## src/rtl/mem_bus_arbiter.sv

```systemverilog
// mem_bus_arbiter: shares a byte-wide memory bus between the fetch and data ports.
// Each granted 1/2/4-byte transaction is split into byte cycles:
// 2-cycle reads (byte captured one cycle after its address), 1-cycle writes.
// Ports:
//   clk, rst (sync, active-high), rdy (low = freeze, mem_wr gated off)
//   i_req/i_addr/i_cancel -> i_done/i_rdata : word instruction fetch
//   d_req/d_we/d_width/d_addr/d_wdata -> d_done/d_rdata : data access
//   mem_din, mem_dout, mem_a, mem_wr : external byte bus; busy = not idle
// Build option: define ARB_ROUND_ROBIN_EN for alternating priority under contention.
module mem_bus_arbiter #(
  parameter int ADDR_W = 32,
  parameter logic [1:0] IO_HI = 2'b11
) (
  input  logic              clk,
  input  logic              rst,
  input  logic              rdy,
  input  logic              i_req,
  input  logic [ADDR_W-1:0] i_addr,
  input  logic              i_cancel,
  output logic              i_done,
  output logic [31:0]       i_rdata,
  input  logic              d_req,
  input  logic              d_we,
  input  logic [1:0]        d_width,
  input  logic [ADDR_W-1:0] d_addr,
  input  logic [31:0]       d_wdata,
  output logic              d_done,
  output logic [31:0]       d_rdata,
  input  logic [7:0]        mem_din,
  output logic [7:0]        mem_dout,
  output logic [ADDR_W-1:0] mem_a,
  output logic              mem_wr,
  output logic              busy
);
  typedef enum logic [1:0] {IDLE, RD, WR} state_t;
  state_t state, state_n;
  logic [2:0] cnt;
  logic [1:0] n_last, d_n;
  logic own_i, cxl, wr_q;
  logic [31:0] acc, asm_w;
  logic [23:0] wsh;
  logic gnt_d, gnt_i, pick_d, pick_i, more, rd_end, wr_end;
`ifdef ARB_ROUND_ROBIN_EN
  logic ptr;
`endif
  // A requester whose done pulse is showing this cycle still holds req; mask it
  // so the same transaction is not granted twice.
  always_comb begin
    gnt_d = d_req & ~d_done;
    gnt_i = i_req & ~i_cancel & ~i_done;
`ifdef ARB_ROUND_ROBIN_EN
    pick_d = gnt_d & (ptr | ~gnt_i);
`else
    pick_d = gnt_d;
`endif
    pick_i = gnt_i & ~pick_d;
    d_n = d_width == 2'b00 ? 2'd0 : d_width == 2'b01 ? 2'd1 : 2'd3;
    more = cnt < {1'b0, n_last};
    rd_end = cnt == {1'b0, n_last} + 3'd1;
    wr_end = cnt == {1'b0, n_last};
    // cnt trails the address by one in RD, so the byte arriving now is index cnt-1
    asm_w = acc;
    asm_w[{cnt[1:0] - 2'd1, 3'b000} +: 8] = mem_din;
    state_n = state;
    case (state)
      IDLE:    state_n = pick_d ? (d_we ? WR : RD) : pick_i ? RD : IDLE;
      RD:      state_n = rd_end ? IDLE : RD;
      WR:      state_n = wr_end ? IDLE : WR;
      default: state_n = IDLE;
    endcase
  end
  always_ff @(posedge clk) begin
    if (rst) begin
      state <= IDLE;
      cnt <= '0;
      n_last <= '0;
      own_i <= 1'b0;
      cxl <= 1'b0;
      wr_q <= 1'b0;
      acc <= '0;
      wsh <= '0;
      mem_a <= '0;
      mem_dout <= '0;
      i_done <= 1'b0;
      d_done <= 1'b0;
      i_rdata <= '0;
      d_rdata <= '0;
`ifdef ARB_ROUND_ROBIN_EN
      ptr <= 1'b1;
`endif
    end else if (rdy) begin
      state <= state_n;
      i_done <= 1'b0;
      d_done <= 1'b0;
      cnt <= cnt + 3'd1;
      case (state)
        IDLE: if (pick_d | pick_i) begin
          mem_a <= pick_d ? d_addr : i_addr;
          n_last <= pick_d ? d_n : 2'd3;
          own_i <= pick_i;
          wr_q <= pick_d & d_we;
          mem_dout <= d_wdata[7:0];
          wsh <= d_wdata[31:8];
          cnt <= '0;
          cxl <= 1'b0;
          acc <= '0;
`ifdef ARB_ROUND_ROBIN_EN
          if (gnt_d & gnt_i) ptr <= ~ptr;
`endif
        end
        RD: begin
          if (more) mem_a <= mem_a + ADDR_W'(1);
          if (cnt != 3'd0) acc <= asm_w;
          cxl <= cxl | i_cancel;
          if (rd_end) begin
            i_done <= own_i & ~(cxl | i_cancel);
            d_done <= ~own_i;
            if (own_i) i_rdata <= asm_w;
            else d_rdata <= asm_w;
          end
        end
        WR: if (wr_end) begin
          wr_q <= 1'b0;
          d_done <= 1'b1;
        end else begin
          mem_a <= mem_a + ADDR_W'(1);
          mem_dout <= wsh[7:0];
          wsh <= wsh >> 8;
        end
        default: ;
      endcase
    end
  end
  assign mem_wr = wr_q & rdy;
  assign busy = state != IDLE;
  // Every I/O byte address is presented once and then left behind.
  io_once: assert property (@(posedge clk) disable iff (rst)
    (rdy && state == RD && more && mem_a[17:16] == IO_HI) |=> mem_a != $past(mem_a));
endmodule

```

## config.mk

```make
export PLATFORM = sky130hd
export DESIGN_NAME = mem_bus_arbiter
export DESIGN_NICKNAME = d
export VERILOG_FILES = /design/src/rtl/mem_bus_arbiter.sv
export SDC_FILE = /design/constraint.sdc
export NUM_CORES = 1
export LEC_CHECK = 0
export ABC_CLOCK_PERIOD_IN_PS = 3400
export CORE_ASPECT_RATIO = 0.75
export CORE_MARGIN = 5
export CORE_UTILIZATION = 30
export CTS_CLUSTER_SIZE = 25
export DETAILED_ROUTE_END_ITERATION = 16
export HOLD_SLACK_MARGIN = 0.03
export PLACE_DENSITY = 0.54
export SYNTH_ARGS = -nofsm -noshare
export SYNTH_HDL_FRONTEND = slang
export SYNTH_SLANG_ARGS = --single-unit
```

## constraint.sdc

```tcl
create_clock -name clk -period 3.4 [get_ports clk]
set_input_delay 0.51 -clock clk [delete_from_list [all_inputs] [get_ports clk]]
set_output_delay 0.51 -clock clk [all_outputs]
set_load 0.005 [all_outputs]
```

==> impl_metrics.csv, run 1 <==
group,metric,value,unit
power_and_ir_drop,comb_power_share,16.8,%
power_and_ir_drop,ir_drop,0.356,mV
power_and_ir_drop,swShare,28.0,%
die,die_w,201,um
clocking,clk_pin_slew,0.07,ns
clocking,cts_sinks,172,
synthesis,yosysTopAreaCell,"dfxtp_1",
power_and_ir_drop,pwr-share-clk,40.4,%
synthesis,ys_warn_count,0,
timing,fmax,0.386,GHz
clocking,ctsHtreeMaxLevel,4,
routing,drtPass1Iterations,6,
routing,first_iter_violations,409,
clocking,post_cts_buffers,0,
placement,place.gp.congestion,0.859,
synthesis,synth_commonest_cells,"dfxtp_1 (172), nor2_1 (131), nand2_1 (115)",
die,core_area,26900,um^2
timing,tns,0,ns
synthesis,synthTopCellsByArea,"dfxtp_1 (42%), a211oi_1 (9.1%), a21oi_1 (6.4%)",
synthesis,async_flop_share,0,%
synthesis,ys_ff_latch,172,
timing,slew_headroom,36.4,%
global_routing,grt_usage,17.0,%
synthesis,syn_area,8170,um^2
die,row_count,52,
flow_run,cap_violations,0,
synthesis,syn-num-nets,1139,
synthesis,synth.most_common_cell,"dfxtp_1",
power_and_ir_drop,p_int,0.00370,W
routing,ant_nets,0,
critical_path,arrival,2.94,ns
layout,num_antenna_cells,0,
power_and_ir_drop,power_frac_seq,42.7,%
synthesis,syn_inst,1012,
routing,vias_per_cell,5.11,
layout,syn2layout_area_growth,38.1,%
die,die_area,30700,um^2
layout,fin_util,41.9,%
timing,finalHoldViolCount,0,
clocking,ctsResizeCount,0,
routing,detailroute.via_count,7934,
critical_path,cp-start-kind,"flip-flop",
critical_path,crit_type,"flip-flop to flip-flop",
die,io_pins,221,
clocking,cts_tree,"yes",
timing,tightestPinTransition,0.952,ns
timing,fin_crit_sh,76.1,%
power_and_ir_drop,cellPowerDensity,454,nW/um^2
timing,period_minus_slack,2.59,ns
critical_path,cp-end-kind,"flip-flop",
routing,finalWirelength,26900,um
global_routing,grt_max_degree,94,
clocking,cts.path.max_buffers,2,
global_routing,grt_pass1_wl,42800,um
layout,fillers,2736,
global_routing,antenna_found_initial,0,
worst_hold_path,hold_class,"flip-flop to flip-flop",
die,start_util,30.3,%
clocking,cts_inserted_buffers,17,
power_and_ir_drop,p_sw,0.00143,W
placement,port_buffers,220,
synthesis,ys.flop_type,"dfxtp_1",
global_routing,grt_pass1_vias,7533,
critical_path,cp.required,3.76,ns
synthesis,synth_top_cell_area_share,42.1,%
die,die_y,153,um
synthesis,avgSynthCellArea,8.08,um^2
clocking,hold_buffers,0,
run_status,run_status,"finished clean",
layout,layout-drive-gt1-share,5.82,%
timing,fin_skew,0.00877,ns
routing,avgRoutedWirePerCell,17.3,um
power_and_ir_drop,leakagePower,3.73,nW
critical_path,cp_max_fo,10,
synthesis,yosysSeqAreaShare,42.1,%
clocking,clock-root-buffer,"clkbuf_16",
timing,rsz0062_at_grt,"no",
clocking,clock_latency,0.43,ns
routing,drc,0,
synthesis,synth_edf_count,0,
timing,drv_slew,0,
synthesis,ys_types,60,
layout,finalNetCount,1316,
global_routing,overflow,0,
placement,dp_hpwl,18900,um
timing,setup_violations,0,
-- sequential cells by signal, indices dropped and copies added, names as in the netlist, 2 cells and up --
signal / count
mem_a: 32
d_rdata: 32
state: 2
cnt: 3
acc: 32
i_rdata: 32
wsh: 24
mem_dout: 8
n_last: 2
-- kinds of logic (layout without fill, tap and decap cells) --
group / count (synthesis) / after routing / share of synthesized area [%]
xor+xnor: 4 / 4 / 0.429
mux: 36 / 36 / 4.44
fa+ha+maj: 14 / 14 / 2.14
flops: 172 / 172 / 42.1
simple gates: 391 / 391 / 22.5
compound gates: 296 / 296 / 23.5
buf+inv: 99 / 289 / 4.85
-- power by group through the flow --
stage / clock [W] / sequential, W / combinational (W)
after floorplan: 0 / 0.00222 / 0.000452
after global placement: 0 / 0.00224 / 0.000864
after global routing: 0.00220 / 0.00221 / 0.000953
after CTS: 0.00213 / 0.00219 / 0.000872
final: 0.00207 / 0.00219 / 0.000863
after detailed placement: 0 / 0.00224 / 0.000868
-- routing by layer --
layer	share of wire [%]	GRT usage, %	up-vias	routed length, um
met5	0	0	-	0
met4	0.73	3.64	0	197
met3	6.8	5.13	17	1840
met2	41	24.2	233	11100
met1	51	25.4	3687	13800
li1	-	-	3997	-
-- metrics by stage --
step	cells	instance area, um^2	hold WS (ns)	setup slack (ns)	power [W]
6_report	1553	11300	0.445	0.811	0.00513
5_1_grt	1553	11300	0.470	0.507	0.00536
4_1_cts	1553	11300	0.449	0.814	0.00519
3_5_place_dp	1521	10700	0.440	0.429	0.00310
3_3_place_gp	1521	10700	0.433	0.489	0.00310
2_1_floorplan	1012	8170	0.427	0.991	0.00268
-- critical path, stage by stage (launching register included) --
cell and delay [ns]:
dfxtp_1 0.54, inv_1 0.16, ha_1 0.37, and4b_1 0.24, nor2_1 0.17, nand3_1 0.27, or4_1 0.59, a41oi_1 0.18
-- placed cells by master, fill, tap and decap left out, types with 7 or more instances in the layout --
cell type / Yosys / routed
nor3_1: 18 / 17
clkbuf_16: 0 / 17
nand2_1: 115 / 115
nor2_1: 131 / 130
ha_1: 14 / 13
o22ai_1: 7 / 7
inv_1: 15 / 15
a21oi_1: 105 / 105
buf_4: 1 / 20
nor2b_1: 26 / 25
mux2i_1: 34 / 34
and3_1: 7 / 7
a22oi_1: 17 / 17
dfxtp_1: 172 / 172
a211oi_1: 99 / 99
or3_1: 32 / 32
clkdlybuf4s50_1: 0 / 219
o31ai_1: 8 / 8
nand3_1: 17 / 17
o21ai_0: 27 / 27
nand4_1: 7 / 7
-- final timing paths --
check | from | end | slack, ns | cells after the start
setup / recovery | cnt[0] | mem_a[27] | 0.81 | 7
hold / removal | acc[15] | acc[15] | 0.45 | 2
setup reg to reg | cnt[0] | mem_a[27] | 0.81 | 7
hold reg to reg | acc[15] | acc[15] | 0.45 | 2
-- layout make-up --
type	instances	area, um^2	share of cell area [%]
clock buffers	18	429	3.80
clock inverters	14	184	1.63
inverters	16	60.1	0.532
multi-input cells	741	4350	38.5
flip-flops and latches	172	3440	30.5
well taps	351	439	3.89
repair buffers	241	2380	21.1
(Power assumes the default switching activity.)
==> run 2, diff against run 1 <==
Settings changed: ABC_CLOCK_PERIOD_IN_PS 3400 to 2700.
Clock period 3.4 ns to 2.7 ns, I/O delays scaled along.
==> impl_metrics.csv, run 2 (synthesis gave the netlist of run 1 again) <==
group,metric,value,unit
clocking,cts_inserted_buffers,17,
die,start_util,30.3,%
clocking,clk_pin_slew,0.07,ns
power_and_ir_drop,comb_power_share,17.9,%
placement,dp_hpwl,19400,um
layout,final_area,11500,um^2
timing,hold_slack,0.429,ns
timing,setup_violations,0,
placement,place.gp.congestion,0.889,
timing,rsz0062_at_grt,"no",
routing,drc,0,
power_and_ir_drop,ir_drop,0.403,mV
power_and_ir_drop,leakagePower,3.83,nW
critical_path,cp-end-kind,"flip-flop",
critical_path,crit_top_cell,"or4_1",
routing,vias_per_cell,5.14,
timing,finalHoldViolCount,0,
power_and_ir_drop,cellPowerDensity,552,nW/um^2
global_routing,grt_usage,17.0,%
global_routing,overflow,0,
die,die_area,30700,um^2
routing,first_iter_violations,518,
routing,detailroute.via_count,8069,
timing,tightestPinTransition,0.747,ns
timing,period_minus_slack,2.41,ns
timing,fin_crit_sh,89.3,%
die,core_area,26900,um^2
clocking,ctsHtreeMaxLevel,4,
layout,layout_commonest_cell,"clkdlybuf4s50_1",
routing,ant_nets,0,
critical_path,path_cells,"nand3_2 -> or3_4 -> or4_1 -> or4_1 -> a31oi_1",
critical_path,crit_type,"flip-flop to flip-flop",
layout,finalNetCount,1335,
layout,syn2layout_area_growth,40.3,%
run_status,run_status,"finished clean",
timing,fin_skew,0.0105,ns
layout,layout_common_cells,"clkdlybuf4s50_1 (219), dfxtp_1 (172), nor2_1 (130)",
layout,layout-drive-gt1-share,7.30,%
flow_run,cap_violations,0,
power_and_ir_drop,pwr-share-clk,38.5,%
power_and_ir_drop,power_frac_seq,43.6,%
power_and_ir_drop,swShare,27.9,%
placement,place_area,10900,um^2
power_and_ir_drop,p_sw,0.00177,W
die,die_w,201,um
critical_path,cp-start-kind,"flip-flop",
critical_path,cp.required,3.05,ns
die,die_y,153,um
placement,port_buffers,220,
power_and_ir_drop,p_int,0.00456,W
layout,fin_util,42.6,%
clocking,cts_sinks,172,
timing,drv_slew,0,
clocking,clock_latency,0.43,ns
routing,avgRoutedWirePerCell,17.2,um
power_and_ir_drop,p_total,0.00633,W
clocking,post_cts_buffers,0,
routing,finalWirelength,27000,um
global_routing,grt_max_degree,94,
layout,num_antenna_cells,0,
clocking,clock-root-buffer,"clkbuf_16",
global_routing,antenna_found_initial,0,
timing,slew_headroom,50.0,%
critical_path,slowest_delay,0.61,ns
clocking,cts.path.max_buffers,2,
global_routing,grt_pass1_wl,43300,um
routing,drtPass1Iterations,5,
worst_hold_path,hold_class,"input port to flip-flop",
timing,fmax,0.415,GHz
die,io_pins,221,
critical_path,cp_max_fo,6,
clocking,cts_tree,"yes",
global_routing,grt_pass1_vias,7570,
die,row_count,52,
critical_path,arrival,2.76,ns
clocking,hold_buffers,0,
critical_path,r2r_slack,0.29,ns
critical_path,crit_slowest_cell,"or4_1",
clocking,ctsResizeCount,0,
timing,tns,0,ns
## run 2: worst paths after layout
path	start	to	cells past startpoint
worst max-delay path	mem_a[15]	mem_a[31]	5
worst min-delay path	rst	own_i	2
worst max register to register	mem_a[15]	mem_a[31]	5
worst min register to register	acc[11]	acc[11]	2
## run 2: layout make-up
cell class | count | area [um^2]
fill | 2710 | 15500
inverter | 16 | 60.1
clock inverter | 11 | 108
multi-input combinational | 741 | 4350
timing repair buffer | 260 | 2600
clock buffer | 20 | 467
tap | 351 | 439
sequential | 172 | 3440
## run 2: critical path: cells and delay by family (launching register included)
kind	cells	cell delay, ns
AOI/OAI and AO/OA	1	0.18
and+or+nand+nor	4	1.73
DFF	1	0.42
## run 2: metrics by stage
step / setup slack, ns / std cells
finish: 0.290 / 1571
CTS: 0.312 / 1571
global placement: -0.0167 / 1540
global route: 0.183 / 1571
detailed placement: -0.0421 / 1540
floorplan: 0.291 / 1012
## run 2: layer usage
layer	vias up	track usage (%)	wire, um
met5	-	0	0
met4	0	3.28	289
met3	19	4.94	1740
met2	258	23.6	11000
met1	3762	26.1	14000
li1	4030	-	-
## run 2: power by group through the flow
stage	Combinational (W)	Sequential, W	Clock, W
2_1_floorplan	0.000570	0.00280	0
3_3_place_gp	0.00113	0.00282	0
3_5_place_dp	0.00114	0.00281	0
4_1_cts	0.00114	0.00276	0.00251
5_1_grt	0.00125	0.00278	0.00261
6_report	0.00113	0.00276	0.00244
